## config.mk

```make
export PLATFORM = sky130hd
export DESIGN_NAME = cb_block_sequencer
export DESIGN_NICKNAME = d
export VERILOG_FILES = /design/src/rtl/jpeg_seq_pkg.sv /design/src/rtl/jpeg_pingpong_bank.sv /design/src/rtl/cb_block_sequencer.sv
export SDC_FILE = /design/constraint.sdc
export NUM_CORES = 1
export LEC_CHECK = 0
export CORE_ASPECT_RATIO = 0.6
export CORE_UTILIZATION = 50
export DETAILED_ROUTE_END_ITERATION = 6
export PLACE_DENSITY = 0.7
export SYNTH_ARGS = -nofsm -noshare
export SYNTH_HDL_FRONTEND = slang
export SYNTH_HIERARCHICAL = 1
export SYNTH_SLANG_ARGS = --single-unit
```

## constraint.sdc

```tcl
create_clock -name clk -period 4.4 [get_ports clk]
set_clock_uncertainty 0.15 [all_clocks]
set_input_delay 0.66 -clock clk [delete_from_list [all_inputs] [get_ports clk]]
set_output_delay 0.66 -clock clk [all_outputs]
set_load 0.03 [all_outputs]
```

## src/rtl/jpeg_seq_pkg.sv

```systemverilog
// Shared types and constants for the JPEG block sequencers (Y, Cb, Cr front ends).
package jpeg_seq_pkg;

    localparam int BLOCK_SIZE = 64;
    localparam int BLOCK_AW   = 6;
    localparam logic [BLOCK_AW-1:0] LAST_ADDR = 6'd63;

    typedef enum logic [1:0] {
        EMPTY    = 2'd0,
        FILLING  = 2'd1,
        FULL     = 2'd2,
        DRAINING = 2'd3
    } bank_state_e;

    typedef enum logic [1:0] {
        IDLE  = 2'd0,
        DRAIN = 2'd1,
        GAP   = 2'd2
    } drain_state_e;

    function automatic logic bank_writable(input bank_state_e s);
        return (s == EMPTY) || (s == FILLING);
    endfunction

endpackage

```

## src/rtl/jpeg_pingpong_bank.sv

```systemverilog
// Two 64-entry sample banks: one write port, one registered read port and
// per-bank occupancy state. Reads return 0 whenever no read is issued.
module jpeg_pingpong_bank
    import jpeg_seq_pkg::*;
#(
    parameter int DATA_W = 8
) (
    input  logic                clk,
    input  logic                rst,
    input  logic                clear,
    input  logic                wr_en,
    input  logic                wr_bank,
    input  logic [BLOCK_AW-1:0] wr_addr,
    input  logic [DATA_W-1:0]   wr_data,
    input  logic                rd_en,
    input  logic                rd_bank,
    input  logic [BLOCK_AW-1:0] rd_addr,
    input  logic                drain_start,
    input  logic                drain_release,
    output logic [DATA_W-1:0]   rd_data,
    output bank_state_e         bank_state [2],
    output bank_state_e         bank_state_nxt [2]
);

    logic [DATA_W-1:0] mem_r [2*BLOCK_SIZE];
    logic [DATA_W-1:0] rd_data_r;
    bank_state_e       bank_state_r [2];
    bank_state_e       bank_state_nxt_s [2];

    // Sample storage; contents are don't-care until a bank is refilled.
    always_ff @(posedge clk) begin
        if (wr_en) begin
            mem_r[{wr_bank, wr_addr}] <= wr_data;
        end
    end

    // Registered read port, forced to 0 when idle so the pipeline sees clean zeros.
    always_ff @(posedge clk or negedge rst) begin
        if (!rst) begin
            rd_data_r <= '0;
        end else if (clear || !rd_en) begin
            rd_data_r <= '0;
        end else begin
            rd_data_r <= mem_r[{rd_bank, rd_addr}];
        end
    end

    // Next bank state: release beats start beats a write on the same bank.
    always_comb begin
        for (int b = 0; b < 2; b++) begin
            bank_state_nxt_s[b] = bank_state_r[b];
            if (clear) begin
                bank_state_nxt_s[b] = EMPTY;
            end else if (drain_release && (rd_bank == 1'(b))) begin
                bank_state_nxt_s[b] = EMPTY;
            end else if (drain_start && (rd_bank == 1'(b))) begin
                bank_state_nxt_s[b] = DRAINING;
            end else if (wr_en && (wr_bank == 1'(b))) begin
                bank_state_nxt_s[b] = (wr_addr == LAST_ADDR) ? FULL : FILLING;
            end else begin
                bank_state_nxt_s[b] = bank_state_r[b];
            end
        end
    end

    // Bank state registers.
    always_ff @(posedge clk or negedge rst) begin
        if (!rst) begin
            bank_state_r[0] <= EMPTY;
            bank_state_r[1] <= EMPTY;
        end else begin
            bank_state_r[0] <= bank_state_nxt_s[0];
            bank_state_r[1] <= bank_state_nxt_s[1];
        end
    end

    assign rd_data           = rd_data_r;
    assign bank_state[0]     = bank_state_r[0];
    assign bank_state[1]     = bank_state_r[1];
    assign bank_state_nxt[0] = bank_state_nxt_s[0];
    assign bank_state_nxt[1] = bank_state_nxt_s[1];

endmodule

```

## src/rtl/cb_block_sequencer.sv

```systemverilog
// Cb front end: ping-pong buffers upstream samples and replays whole 8x8 blocks
// as 64 contiguous enable cycles plus an idle gap. CB_SEQ_STATS_EN enables counters.
module cb_block_sequencer
    import jpeg_seq_pkg::*;
#(
    parameter int GAP_CYCLES = 1,
    parameter int DATA_W     = 8
) (
    input  logic              clk,
    input  logic              rst,
    input  logic              clear,
    input  logic              s_valid,
    input  logic [DATA_W-1:0] s_data,
    output logic              s_ready,
    output logic              dct_enable,
    output logic [DATA_W-1:0] dct_data,
    output logic              block_start,
    output logic              busy,
    output logic [15:0]       blocks_done,
    output logic [15:0]       stall_cycles
);

    localparam logic [7:0] GAP_LAST = 8'(GAP_CYCLES - 1);

    logic [BLOCK_AW-1:0] wr_ptr_r;
    logic [BLOCK_AW-1:0] rd_ptr_r;
    logic                wr_sel_r;
    logic                rd_sel_r;
    logic                s_ready_r;
    logic                dct_enable_r;
    logic                block_start_r;
    logic                busy_r;
    logic [7:0]          gap_cnt_r;
    drain_state_e        state_r;

    logic                hs_s;
    logic                wr_last_s;
    logic                wr_sel_nxt_s;
    logic                gap_done_s;
    logic                full_now_s;
    logic                drain_go_s;
    logic                rd_en_s;
    logic                drain_release_s;
    logic                fsm_idle_nxt_s;
    logic                bank_busy_nxt_s;
    logic                s_ready_nxt_s;
    logic [DATA_W-1:0]   rd_data_s;
    bank_state_e         bank_state_s [2];
    bank_state_e         bank_state_nxt_s [2];

    // Handshake and drain decisions; a fill finishing as GAP ends counts as FULL.
    always_comb begin
        hs_s            = s_valid & s_ready_r & ~clear;
        wr_last_s       = hs_s & (wr_ptr_r == LAST_ADDR);
        wr_sel_nxt_s    = clear ? 1'b0 : (wr_sel_r ^ wr_last_s);
        gap_done_s      = (state_r == GAP) & (gap_cnt_r == GAP_LAST);
        full_now_s      = (bank_state_s[rd_sel_r] == FULL) |
                          (wr_last_s & (wr_sel_r == rd_sel_r));
        drain_go_s      = ~clear & (((state_r == IDLE) & (bank_state_s[rd_sel_r] == FULL)) |
                                    (gap_done_s & full_now_s));
        rd_en_s         = ~clear & (state_r == DRAIN);
        drain_release_s = rd_en_s & (rd_ptr_r == LAST_ADDR);
        fsm_idle_nxt_s  = clear | (((state_r == IDLE) | gap_done_s) & ~drain_go_s);
        bank_busy_nxt_s = (bank_state_nxt_s[0] != EMPTY) | (bank_state_nxt_s[1] != EMPTY);
        s_ready_nxt_s   = bank_writable(bank_state_nxt_s[wr_sel_nxt_s]);
    end

    jpeg_pingpong_bank #(
        .DATA_W (DATA_W)
    ) u_bank (
        .clk            (clk),
        .rst            (rst),
        .clear          (clear),
        .wr_en          (hs_s),
        .wr_bank        (wr_sel_r),
        .wr_addr        (wr_ptr_r),
        .wr_data        (s_data),
        .rd_en          (rd_en_s),
        .rd_bank        (rd_sel_r),
        .rd_addr        (rd_ptr_r),
        .drain_start    (drain_go_s),
        .drain_release  (drain_release_s),
        .rd_data        (rd_data_s),
        .bank_state     (bank_state_s),
        .bank_state_nxt (bank_state_nxt_s)
    );

    // Write side: pointer, bank select and the registered ready/busy flags.
    always_ff @(posedge clk or negedge rst) begin
        if (!rst) begin
            wr_ptr_r  <= 6'd0;
            wr_sel_r  <= 1'b0;
            s_ready_r <= 1'b0;
            busy_r    <= 1'b0;
        end else begin
            if (clear) begin
                wr_ptr_r <= 6'd0;
            end else if (hs_s) begin
                wr_ptr_r <= wr_ptr_r + 6'd1;
            end else begin
                wr_ptr_r <= wr_ptr_r;
            end
            wr_sel_r  <= wr_sel_nxt_s;
            s_ready_r <= s_ready_nxt_s;
            busy_r    <= bank_busy_nxt_s | ~fsm_idle_nxt_s;
        end
    end

    // Drain FSM; enable/start are registered alongside the bank read data.
    always_ff @(posedge clk or negedge rst) begin
        if (!rst) begin
            state_r       <= IDLE;
            rd_ptr_r      <= 6'd0;
            rd_sel_r      <= 1'b0;
            gap_cnt_r     <= 8'd0;
            dct_enable_r  <= 1'b0;
            block_start_r <= 1'b0;
        end else if (clear) begin
            state_r       <= IDLE;
            rd_ptr_r      <= 6'd0;
            rd_sel_r      <= 1'b0;
            gap_cnt_r     <= 8'd0;
            dct_enable_r  <= 1'b0;
            block_start_r <= 1'b0;
        end else begin
            dct_enable_r  <= rd_en_s;
            block_start_r <= rd_en_s & (rd_ptr_r == 6'd0);
            case (state_r)
                IDLE: begin
                    if (drain_go_s) begin
                        state_r  <= DRAIN;
                        rd_ptr_r <= 6'd0;
                    end
                end
                DRAIN: begin
                    rd_ptr_r <= rd_ptr_r + 6'd1;
                    if (drain_release_s) begin
                        state_r   <= GAP;
                        rd_sel_r  <= ~rd_sel_r;
                        gap_cnt_r <= 8'd0;
                    end
                end
                GAP: begin
                    if (gap_done_s) begin
                        state_r  <= drain_go_s ? DRAIN : IDLE;
                        rd_ptr_r <= 6'd0;
                    end else begin
                        gap_cnt_r <= gap_cnt_r + 8'd1;
                    end
                end
                default: begin
                    state_r <= IDLE;
                end
            endcase
        end
    end

`ifdef CB_SEQ_STATS_EN
    logic [15:0] blocks_done_r;
    logic [15:0] stall_cycles_r;

    // Statistics survive clear; blocks wrap, stalls saturate.
    always_ff @(posedge clk or negedge rst) begin
        if (!rst) begin
            blocks_done_r  <= 16'd0;
            stall_cycles_r <= 16'd0;
        end else begin
            if (drain_release_s) begin
                blocks_done_r <= blocks_done_r + 16'd1;
            end
            if (s_valid && !s_ready_r && (stall_cycles_r != 16'hFFFF)) begin
                stall_cycles_r <= stall_cycles_r + 16'd1;
            end
        end
    end

    assign blocks_done  = blocks_done_r;
    assign stall_cycles = stall_cycles_r;
`else
    assign blocks_done  = 16'd0;
    assign stall_cycles = 16'd0;
`endif

    assign s_ready     = s_ready_r;
    assign dct_enable  = dct_enable_r;
    assign dct_data    = rd_data_s;
    assign block_start = block_start_r;
    assign busy        = busy_r;

endmodule

```

Word level (Yosys, flattened, before mapping)
Memory sizes are Yosys's and may differ from the RTL's. Index checks and enable logic that the tools add are counted.

$add $sub $neg: 3. Bitwise gates (word level): 26. Reduce and logical (&&, ||, !) cells: 24. $lt $le $gt $ge: 2. Multiplexer cells: 40. Equality and inequality tests: 11.

Operators by type and width (number): 2-to-1 mux 2 bit (19); 2-to-1 mux 8 bit (4); 2-to-1 mux 6 bit (5); one-hot mux 6 bit (3 select lines) (1); one-hot mux 8 bit (2 select lines) (1); adder 6 x 1 -> 6 bit (second input constant) (2); AND 1 bit (12); == test 6 bit (second input constant) (2); nonzero test 2 bit (5); 2-to-1 mux 1 bit (9); != test 3 bit (second input constant) (3); AND reduction 3 bit (3); adder 8 x 1 -> 8 bit (second input constant) (1); zero test 8 bit (1); logical AND 1 bit (6); zero test 6 bit (1); bitwise OR 1 bit (6); one-hot mux 2 bit (3 select lines) (1); NOT 1 bit (5); == test 2 x 1 -> 1 bit (second input constant) (2); == test 2 bit (second input constant) (2); >= comparator 2 bit (second input constant) (2); zero test 2 bit (2); NOT 1 -> 2 bit (2); 8 further kinds (9).

Register bits after elaboration: 40. Memories: 1. RAM bits: 1024. Output and inout port bits: 44. Logic and storage cells: 120. Input bits: 12.

Memory list: u_bank.mem_r (depth 128, width 8, rd ports 1, clocked after Yosys merged registers in 0, write ports 1, RTL line jpeg_pingpong_bank.sv:25) `logic [DATA_W-1:0] mem_r [2*BLOCK_SIZE];`.

Depth between registers and ports, before layout
Gate-level depths: netlist (run 1).

Depth in word-level cells: 18. Mapped depth: 10.

By module
The synthesis (run 1) kept the hierarchy.

Modules (own cells, without submodules): jpeg_pingpong_bank (sequential area each 31049.8 µm², instances 1, area each 40586.4 µm², cells an instance 2234); cb_block_sequencer (sequential area each 700.7 µm², instances 1, area each 1715.4 µm², cells an instance 186).

Least setup slack after synthesis (run 1)
OpenSTA, ideal clock, no wires.

Kind: input-to-reg. Start: input clear. End: register busy_r (netlist: busy). Path slack: 1.581 ns. Buffers on the path: 1. Arrival: 2.533 ns. Required time: 4.114 ns. Stages: 9. Cell sequence: clkbuf_1 -> nor2_1 -> nand2_1 -> nor3_1 -> nor2_1 -> a21oi_1 -> a211oi_1 -> nor4_1 -> nand3_1.

RTL lines: start: declaration (RTL line cb_block_sequencer.sv:11) `input logic clear,`; end signal: assignment (RTL line cb_block_sequencer.sv:105) `busy_r <= bank_busy_nxt_s | ~fsm_idle_nxt_s;`; end: declaration (RTL line cb_block_sequencer.sv:32) `logic busy_r;`.

Worst setup path in the final report (run 1)
Start: register rd_ptr_r[4]. End: register u_bank.rd_data_r[0] (netlist: u_bank/rd_data[0]).

Word-level cells in the longest chain between the ends: 2.

Ends and longest elaborated chain: start: declaration (RTL line cb_block_sequencer.sv:26) `logic [BLOCK_AW-1:0] rd_ptr_r;`; start signal: assignment (RTL line cb_block_sequencer.sv:136) `rd_ptr_r <= rd_ptr_r + 6'd1;`; memory read (128 x 8 bit); 2-to-1 mux 8 bit (RTL line jpeg_pingpong_bank.sv:41) `end else if (clear || !rd_en) begin`; end signal: assignment (RTL line jpeg_pingpong_bank.sv:44) `rd_data_r <= mem_r[{rd_bank, rd_addr}];`; end: declaration (RTL line jpeg_pingpong_bank.sv:26) `logic [DATA_W-1:0] rd_data_r;`.

Every way passes these cells. A chain may end at the register's enable or synchronous reset.

==> results of run 1 <==
-- critical path: cells and delay by family (launching register included) --
| kind | cells | cell delay (ns) |
|---|---|---|
| compound gates | 3 | 0.78 |
| buf+inv | 1 | 0.32 |
| flops | 1 | 0.77 |
| simple gates | 3 | 1.32 |
-- worst max path at each step --
stage | end | slack (ns) | cells past startpoint
final | u_bank/rd_data[0] | 0.89 | 7
after global routing | u_bank/rd_data[0] | 0.81 | 7
after CTS | u_bank/rd_data[0] | 1.05 | 7
after detailed placement | u_bank/mem_r[51][3] | 0.65 | 7
after global placement | u_bank/mem_r[91][6] | 0.82 | 7
after floorplan | busy | 1.58 | 9
-- final cells by class --
class / count / area, um^2
Inverter: 10 / 37.5
Clock buffer: 106 / 2380
Multi-Input combinational cell: 1210 / 9750
Sequential cell: 1064 / 31800
Clock inverter: 64 / 737
Timing Repair Buffer: 90 / 798
Tap cell: 1134 / 1420
Antenna cell: 2 / 5.00
Fill cell: 6229 / 36700
-- per-stage QoR --
step           total power, mW  utilization  worst slack, ns  instances  area [um^2]
2_1_floorplan             11.4            -             1.58       2451        42400
3_3_place_gp              11.6        0.523            0.818       3507        43800
3_5_place_dp              11.6        0.523            0.646       3507        43800
4_1_cts                   19.9        0.561             1.05       3678        46900
5_1_grt                   20.3        0.561            0.810       3678        46900
6_report                  19.8        0.561            0.892       3680        46900
-- metal layers --
metal  vias up  GRT usage  wire, um
met5         -          0         0
met2      1320      0.335     43300
met1     11700      0.375     45300
met3       158     0.0703     12400
li1       9658          -         -
met4         0     0.0587      2050
-- layout by cell type, fill, tap and decap left out, drive strengths merged, types with 6 or more instances in the layout --
| cell type | count |
|---|---|
| buf | 75 |
| a41o | 8 |
| a211oi | 11 |
| nor2 | 153 |
| dfrtp | 40 |
| a21oi | 53 |
| clkbuf | 106 |
| inv | 16 |
| conb | 32 |
| mux2i | 386 |
| clkdlybuf4s50 | 14 |
| and2 | 9 |
| mux4 | 64 |
| nand3 | 109 |
| nand2 | 66 |
| nand2b | 7 |
| or3b | 6 |
| nand4 | 22 |
| xnor2 | 6 |
| clkinv | 29 |
| clkinvlp | 15 |
| bufinv | 14 |
| o21ai | 6 |
| nor2b | 16 |
| edfxtp | 1024 |
| o211ai | 6 |
| nor3 | 12 |
| a22o | 7 |
| xor2 | 8 |
| a221oi | 9 |
| a22oi | 178 |
-- power by group through the flow --
stage,Sequential [mW],Combinational (mW),Clock [mW]
final,11.1,0.300,8.42
after global routing,11.1,0.320,8.90
after CTS,11.1,0.302,8.53
after detailed placement,11.3,0.302,0
after global placement,11.3,0.290,0
after floorplan,11.3,0.0927,0
-- logic make-up (layout without fill, tap and decap cells) --
family,Yosys count,count (layout),synth area share
buf+inv,177,270,0.0226
mux,450,450,0.126
flops,1064,1064,0.751
fa+ha+maj,5,5,0.00148
xor+xnor,14,14,0.00290
simple gates,419,419,0.0471
other cells,1,34,0.0000886
compound gates,290,290,0.0491
-- registers in the layout, indices dropped and copies added (netlist names), 2 cells and up --
name and flops:
gap_cnt_r 8, rd_ptr_r 6, state_r 2, u_bank/bank_state 4, u_bank/mem_r 1024, u_bank/rd_data 8
wr_ptr_r 6
-- repair_timing --
| action | 4_1_cts | 5_1_grt |
|---|---|---|
| gates resized for setup | 0 | 0 |
| setup endpoints to repair | 0 | 0 |
| hold buffers | 1 | 0 |
| endpoints found under the hold margin | 40 | 0 |
==> qor.txt, run 1 <==
FLOORPLAN
--------------------------------------------------------------------------------------------------------
Die height                                                                                        227 um
Die area                                                                                      85800 um^2
Top-Level Pins                                                                                        56
Starting utilization of the core area                                                              0.506
Number of placement rows                                                                              82
Horizontal extent of the die                                                                      378 um
Core region area                                                                              83600 um^2

TIMING
--------------------------------------------------------------------------------------------------------
Relative max-transition margin                                                                     0.184
Least-Margin Pin Slew                                                                            1.22 ns
Final sum of negative setup slack                                                                   0 ns
Setup violation total in the final timing report                                                       0
Highest Clock Rate                                                                               285 MHz
Post-route worst hold slack                                                                     0.302 ns
Total count of max-transition violations in the final report                                           0
Post-route clock period utilization                                                                0.797
Hold Violations, Final                                                                                 0
RSZ-0062 raised after global routing                                                               false
Final critical delay including setup and external delays                                         3.51 ns

YOSYS
--------------------------------------------------------------------------------------------------------
Number of storage elements in the synthesis netlist                                                 1064
Combined area of all synthesized cells                                                        42300 um^2
Largest area contributor in the synthesized netlist                                         sky130_fd_sc_hd__edfxtp_1
Async SR Flop Fraction                                                                            0.0376
Top cells by area, synth                                                                    sky130_fd_sc_hd__edfxtp_1, sky130_fd_sc_hd__mux2i_1, sky130_fd_sc_hd__a22oi_1, sky130_fd_sc_hd__mux4_2, sky130_fd_sc_hd__dfrtp_1
Avg Synthesized Cell Area                                                                      17.5 um^2
Area share of the largest cell type after synthesis                                                0.727
Ranking of synthesized cells by instance count                                              sky130_fd_sc_hd__edfxtp_1, sky130_fd_sc_hd__mux2i_1, sky130_fd_sc_hd__a22oi_1
Cell with the most instances after synthesis                                                sky130_fd_sc_hd__edfxtp_1
Primary flip-flop cell chosen by synthesis mapping                                          sky130_fd_sc_hd__edfxtp_1
Portion of the post-synthesis area used by sequential elements                                     0.751
Netlist cell types                                                                                    58
YS warnings                                                                                            6
Number of synthesized flops with an enable pin                                                      1024
Cell count after synthesis                                                                          2420

DRT
--------------------------------------------------------------------------------------------------------
Total detailed-routing wirelength                                                                 103 mm
Length of the first detailed-routing pass in iterations                                                7
Mean number of vias per cell                                                                        6.22
Number of remaining DRC errors                                                                         0
Number of nets with antenna violations after detailed routing                                          0
Violation count after the first detailed-route iteration                                            3253
Average detailed-routed wire length per instance                                                 28.0 um
Vias after detailed routing                                                                        22900

PLACED DESIGN
--------------------------------------------------------------------------------------------------------
RD Place Congestion                                                                                0.954
Port bufs                                                                                             23
Estimated wirelength of the detail-placed design                                                 64.7 mm

POWER AND IR DROP
--------------------------------------------------------------------------------------------------------
Flop pwr share                                                                                     0.560
Power Internal                                                                                   15.9 mW
Worst IR drop on VDD                                                                              510 uV
Share of total power in combinational logic                                                        0.015
Power density over the cells                                                                 423 nW/um^2
Leakage Power                                                                                    14.0 nW
Clock share of power                                                                               0.425
Sw Ratio                                                                                           0.200
Switching component of the power                                                                 3.96 mW

GLOBAL ROUTING
--------------------------------------------------------------------------------------------------------
Global-route wire length before repair                                                            150 mm
Maximum number of pins on one net before global-route repair                                          95
Total grt overflow                                                                                     0
Number of antenna violations at the first check in global routing                                      0
Total routing resource utilization after global routing                                            0.242
Via count of the first global-routing pass                                                         21900

FINAL LAYOUT
--------------------------------------------------------------------------------------------------------
Fraction of layout instances using a drive strength above 1                                        0.118
Area overhead of the layout relative to synthesis                                                  10.8%
Final-stage net count                                                                               2485

OUTCOME
--------------------------------------------------------------------------------------------------------
Run status                                                                                  finished, final reports clean

WORST SETUP PATH
--------------------------------------------------------------------------------------------------------
CP max stage delay                                                                               0.77 ns
Setup slack of the most critical reg-to-reg path                                                 0.89 ns
Cells along the critical path                                                               and2_2 -> buf_4 -> a22oi_1 -> nand3_1 -> nand4_1 -> a211oi_1 -> o211ai_1
Source of the worst register-to-register timing path                                         rd_ptr_r[4]
Start point of the critical path                                                             rd_ptr_r[4]
Largest fanout on the critical path                                                                   26
Crit Path Category                                                                          flip-flop to flip-flop
Worst EP arrival                                                                                 3.90 ns
Critical path endpoint category                                                                flip-flop
Terminus of the critical flop-to-flop path                                                  u_bank/rd_data[0]
Category of the worst setup path launch point                                                  flip-flop
Slowest CP cell                                                                             sky130_fd_sc_hd__dfrtp_1
Worst-case reg-to-reg path depth                                                                       7
Required time of the critical path                                                               4.79 ns

MIN PATH
--------------------------------------------------------------------------------------------------------
Endpoint, Worst Hold                                                                        u_bank/mem_r[103][5]
Hold crit path type                                                                         input port to flip-flop
Startpoint of the lowest-slack hold path                                                       s_data[5]
Cell depth of the worst hold path                                                                      1

CLOCKING
--------------------------------------------------------------------------------------------------------
Number of buffers created by CTS                                                                      92
Setup Buffers After CTS                                                                                0
Post-CTS clock slew at the launch and capture registers of the worst setup and hold paths        0.07 ns
Largest buffer count on any clock path                                                                 3
CTS sink count                                                                                      1064
Number of H-tree levels                                                                                3
Worst-Skew Late Latency                                                                          0.68 ns
CTS tree                                                                                           built
Cell at the root of the clock tree                                                          sky130_fd_sc_hd__clkbuf_16

RUN
--------------------------------------------------------------------------------------------------------
Max-cap violations                                                                                     0

Note: power is estimated with default switching activity, not from simulation.
==> run 2: changes to the inputs <==
Clock period 4.4 ns to 3.4 ns, I/O delays scaled along.
==> run 2 against run 1 <==
Global-route usage up 0.13 points. Critical endpoint is now u_bank/rd_data[1]. Sequential cell count unchanged. Clock-buffer cell count up 9. Combinational power up 37%. Critical path type unchanged. Sequential power up 30%. Largest cell class unchanged. Non-clock buffer count up 147. Utilization up 1.5 points.
==> qor.txt, run 2 (synthesized netlist as in run 1, its figures left out) <==
POWER AND IR DROP
--------------------------------------------------------------------------------------------------------
Sw Ratio                                                                                           0.201   +0.000927
Clock share of power                                                                               0.417   -0.008
Power Internal                                                                                   20.3 mW   +28%
Share of total power in combinational logic                                                        0.016   about the same
Power density over the cells                                                                 527 nW/um^2   +24%
Worst IR drop on VDD                                                                              396 uV   -22%
Flop pwr share                                                                                     0.567   +0.007
Switching component of the power                                                                 5.09 mW   +28%
Leakage Power                                                                                    14.8 nW   +6.0%

FINAL LAYOUT
--------------------------------------------------------------------------------------------------------
Leading cell type in the layout, fill and taps excluded                                     sky130_fd_sc_hd__edfxtp_1
Commonest cells after routing, fill and taps aside                                          sky130_fd_sc_hd__edfxtp_1, sky130_fd_sc_hd__mux2i_1, sky130_fd_sc_hd__buf_4
Largest register FFs                                                                                1024   unchanged
Final-stage net count                                                                               2632   +5.9%
Non-filler cells in the finished layout                                                             3829   +4.0%
Register ranked first by flip-flop count                                                    u_bank/mem_r
Fraction of layout instances using a drive strength above 1                                        0.163   +0.0450
Finished Cell Area                                                                            48200 um^2   +2.7%
Area overhead of the layout relative to synthesis                                                  13.8%
Area taken by flip-flops and latches                                                          31800 um^2   unchanged
Multi-input combinational cell area                                                            9750 um^2   unchanged
Fill count                                                                                          6102   -2.0%

TIMING
--------------------------------------------------------------------------------------------------------
RSZ-0062 raised after global routing                                                               false
Final critical delay including setup and external delays                                         3.33 ns   -0.177 ns
Final sum of negative setup slack                                                                   0 ns   unchanged
Min setup slack post-route                                                                     0.0685 ns   -0.823 ns
Hold Violations, Final                                                                                 0   unchanged
Least-Margin Pin Slew                                                                            1.03 ns   -0.198 ns
Relative max-transition margin                                                                     0.316   +0.132
Post-route clock period utilization                                                                0.980   +0.183
Setup violation total in the final timing report                                                       0   unchanged
Highest Clock Rate                                                                               300 MHz   +5.3%
Total count of max-transition violations in the final report                                           0   unchanged

GLOBAL ROUTING
--------------------------------------------------------------------------------------------------------
Total grt overflow                                                                                     0   unchanged
Total routing resource utilization after global routing                                            0.244   +0.00134
Via count of the first global-routing pass                                                         22500   +2.9%
Global-route wire length before repair                                                            151 mm   +0.81%
Number of antenna violations at the first check in global routing                                      5   +5
Maximum number of pins on one net before global-route repair                                         129   +36%

MIN PATH
--------------------------------------------------------------------------------------------------------
Endpoint, Worst Hold                                                                        u_bank/mem_r[39][3]
Cell depth of the worst hold path                                                                      1   unchanged
Startpoint of the lowest-slack hold path                                                       s_data[3]
Hold crit path type                                                                         input port to flip-flop

DRT
--------------------------------------------------------------------------------------------------------
Average detailed-routed wire length per instance                                                 27.0 um   -3.4%
Total detailed-routing wirelength                                                                 104 mm   +0.55%
Length of the first detailed-routing pass in iterations                                                6   -1
Mean number of vias per cell                                                                        6.09   -2.1%
Violation count after the first detailed-route iteration                                            3315   +1.9%
Vias after detailed routing                                                                        23300   +1.9%
Number of remaining DRC errors                                                                         0   unchanged
Number of nets with antenna violations after detailed routing                                          0   unchanged

WORST SETUP PATH
--------------------------------------------------------------------------------------------------------
Critical path endpoint category                                                                flip-flop
Worst-case reg-to-reg path depth                                                                       7   unchanged
Setup slack of the most critical reg-to-reg path                                                 0.07 ns   -0.82 ns
Terminus of the critical flop-to-flop path                                                  u_bank/rd_data[1]
Largest fanout on the critical path                                                                   76   +190%
Source of the worst register-to-register timing path                                         rd_ptr_r[1]
Crit Path Category                                                                          flip-flop to flip-flop
Required time of the critical path                                                               3.78 ns   -1.01 ns
Worst EP arrival                                                                                 3.72 ns   -0.18 ns
Category of the worst setup path launch point                                                  flip-flop

CLOCKING
--------------------------------------------------------------------------------------------------------
Resized cells post-CTS                                                                                 0   unchanged
Post-CTS clock slew at the launch and capture registers of the worst setup and hold paths        0.07 ns   about the same
Worst-Skew Late Latency                                                                          0.68 ns   about the same
Largest buffer count on any clock path                                                                 3   unchanged
CTS tree                                                                                           built
Number of H-tree levels                                                                                3   unchanged
Cell at the root of the clock tree                                                          sky130_fd_sc_hd__clkbuf_16
CTS sink count                                                                                      1064   unchanged
Setup Buffers After CTS                                                                                0   unchanged
Number of buffers created by CTS                                                                      92   unchanged

FLOORPLAN
--------------------------------------------------------------------------------------------------------
Horizontal extent of the die                                                                      378 um   unchanged
Number of placement rows                                                                              82   unchanged
Die area                                                                                      85800 um^2   unchanged
Starting utilization of the core area                                                              0.506   unchanged
Top-Level Pins                                                                                        56   unchanged
Die height                                                                                        227 um   unchanged
Core region area                                                                              83600 um^2   unchanged

PLACED DESIGN
--------------------------------------------------------------------------------------------------------
Port bufs                                                                                             23   unchanged
Placed cell areas                                                                             45100 um^2   +3.2%
Estimated wirelength of the detail-placed design                                                 64.9 mm   +0.41%
Post-Place Setup Slack                                                                         0.0746 ns   -0.571 ns
RD Place Congestion                                                                                0.963   +0.88%
Post-Place Cells                                                                                    3655   +4.2%

OUTCOME
--------------------------------------------------------------------------------------------------------
Run status                                                                                  finished, final reports clean

RUN
--------------------------------------------------------------------------------------------------------
Max-cap violations                                                                                     0   unchanged

-- run 2: cell count changes in the layout (fill, tap and decap cells not counted), sizes merged --
cell / before / now
bufinv: 14 / 9
clkbuf: 106 / 115
clkinv: 29 / 35
clkinvlp: 15 / 8
buf: 75 / 222
diode: 2 / 1
-- run 2: power groups by stage --
| stage | Sequential (mW) | Combinational (mW) | Clock, mW |
|---|---|---|---|
| finish | 14.4 | 0.410 | 10.6 |
| global route | 14.4 | 0.434 | 11.1 |
| CTS | 14.4 | 0.412 | 10.7 |
| detailed placement | 14.7 | 0.410 | 0 |
| global placement | 14.7 | 0.395 | 0 |
| floorplan | 14.7 | 0.120 | 0 |
-- run 2: routing by layer --
| metal | vias to the layer above | share of wire | GRT usage |
|---|---|---|---|
| met2 | 1296 | 0.43 | 0.342 |
| met1 | 11900 | 0.44 | 0.375 |
| met4 | 4 | 0.019 | 0.0552 |
| li1 | 9964 | - | - |
| met3 | 150 | 0.12 | 0.0700 |
| met5 | - | 0.00026 | 0 |
-- run 2: timing repair --
action                                 in CTS  in global routing
setup endpoints to repair                   0                  1
endpoints found under the hold margin      40                  0
hold buffers                                1                  0
-- run 2: how the worst max path moves through the flow --
| stage | depth (start not counted) | startpoint | to |
|---|---|---|---|
| CTS | 7 | rd_ptr_r[1] | u_bank/rd_data[5] |
| detailed placement | 9 | clear | u_bank/mem_r[32][2] |
| global route | 7 | rd_ptr_r[1] | u_bank/rd_data[3] |
| floorplan | 9 | clear | busy |
| finish | 7 | rd_ptr_r[1] | u_bank/rd_data[1] |
| global placement | 9 | clear | u_bank/mem_r[34][1] |
-- run 2: cell type report --
class	instances	share of cell area
Sequential cell	1064	0.659
Tap cell	1134	0.0295
Multi-Input combinational cell	1210	0.203
Inverter	10	0.000779
Clock inverter	58	0.0116
Timing Repair Buffer	237	0.0452
Clock buffer	115	0.0509
Antenna cell	1	0.0000520
-- run 2: through the flow --
step	total power, mW	util	hold WS [ns]
after floorplan	14.8	-	0.0644
after global placement	15.1	0.540	0.391
after detailed placement	15.1	0.540	0.419
after CTS	25.5	0.576	0.117
after global routing	26.0	0.576	0.132
final	25.4	0.576	0.154
-- run 2: critical path, cell delays in order (launching register included) --
cell                      delay, ns
sky130_fd_sc_hd__dfrtp_4       0.76
sky130_fd_sc_hd__buf_12        0.47
sky130_fd_sc_hd__buf_12        0.36
sky130_fd_sc_hd__mux2i_1       0.28
sky130_fd_sc_hd__a22oi_1       0.13
sky130_fd_sc_hd__nand3_1       0.25
sky130_fd_sc_hd__a41o_1        0.46
sky130_fd_sc_hd__nand3_1       0.13
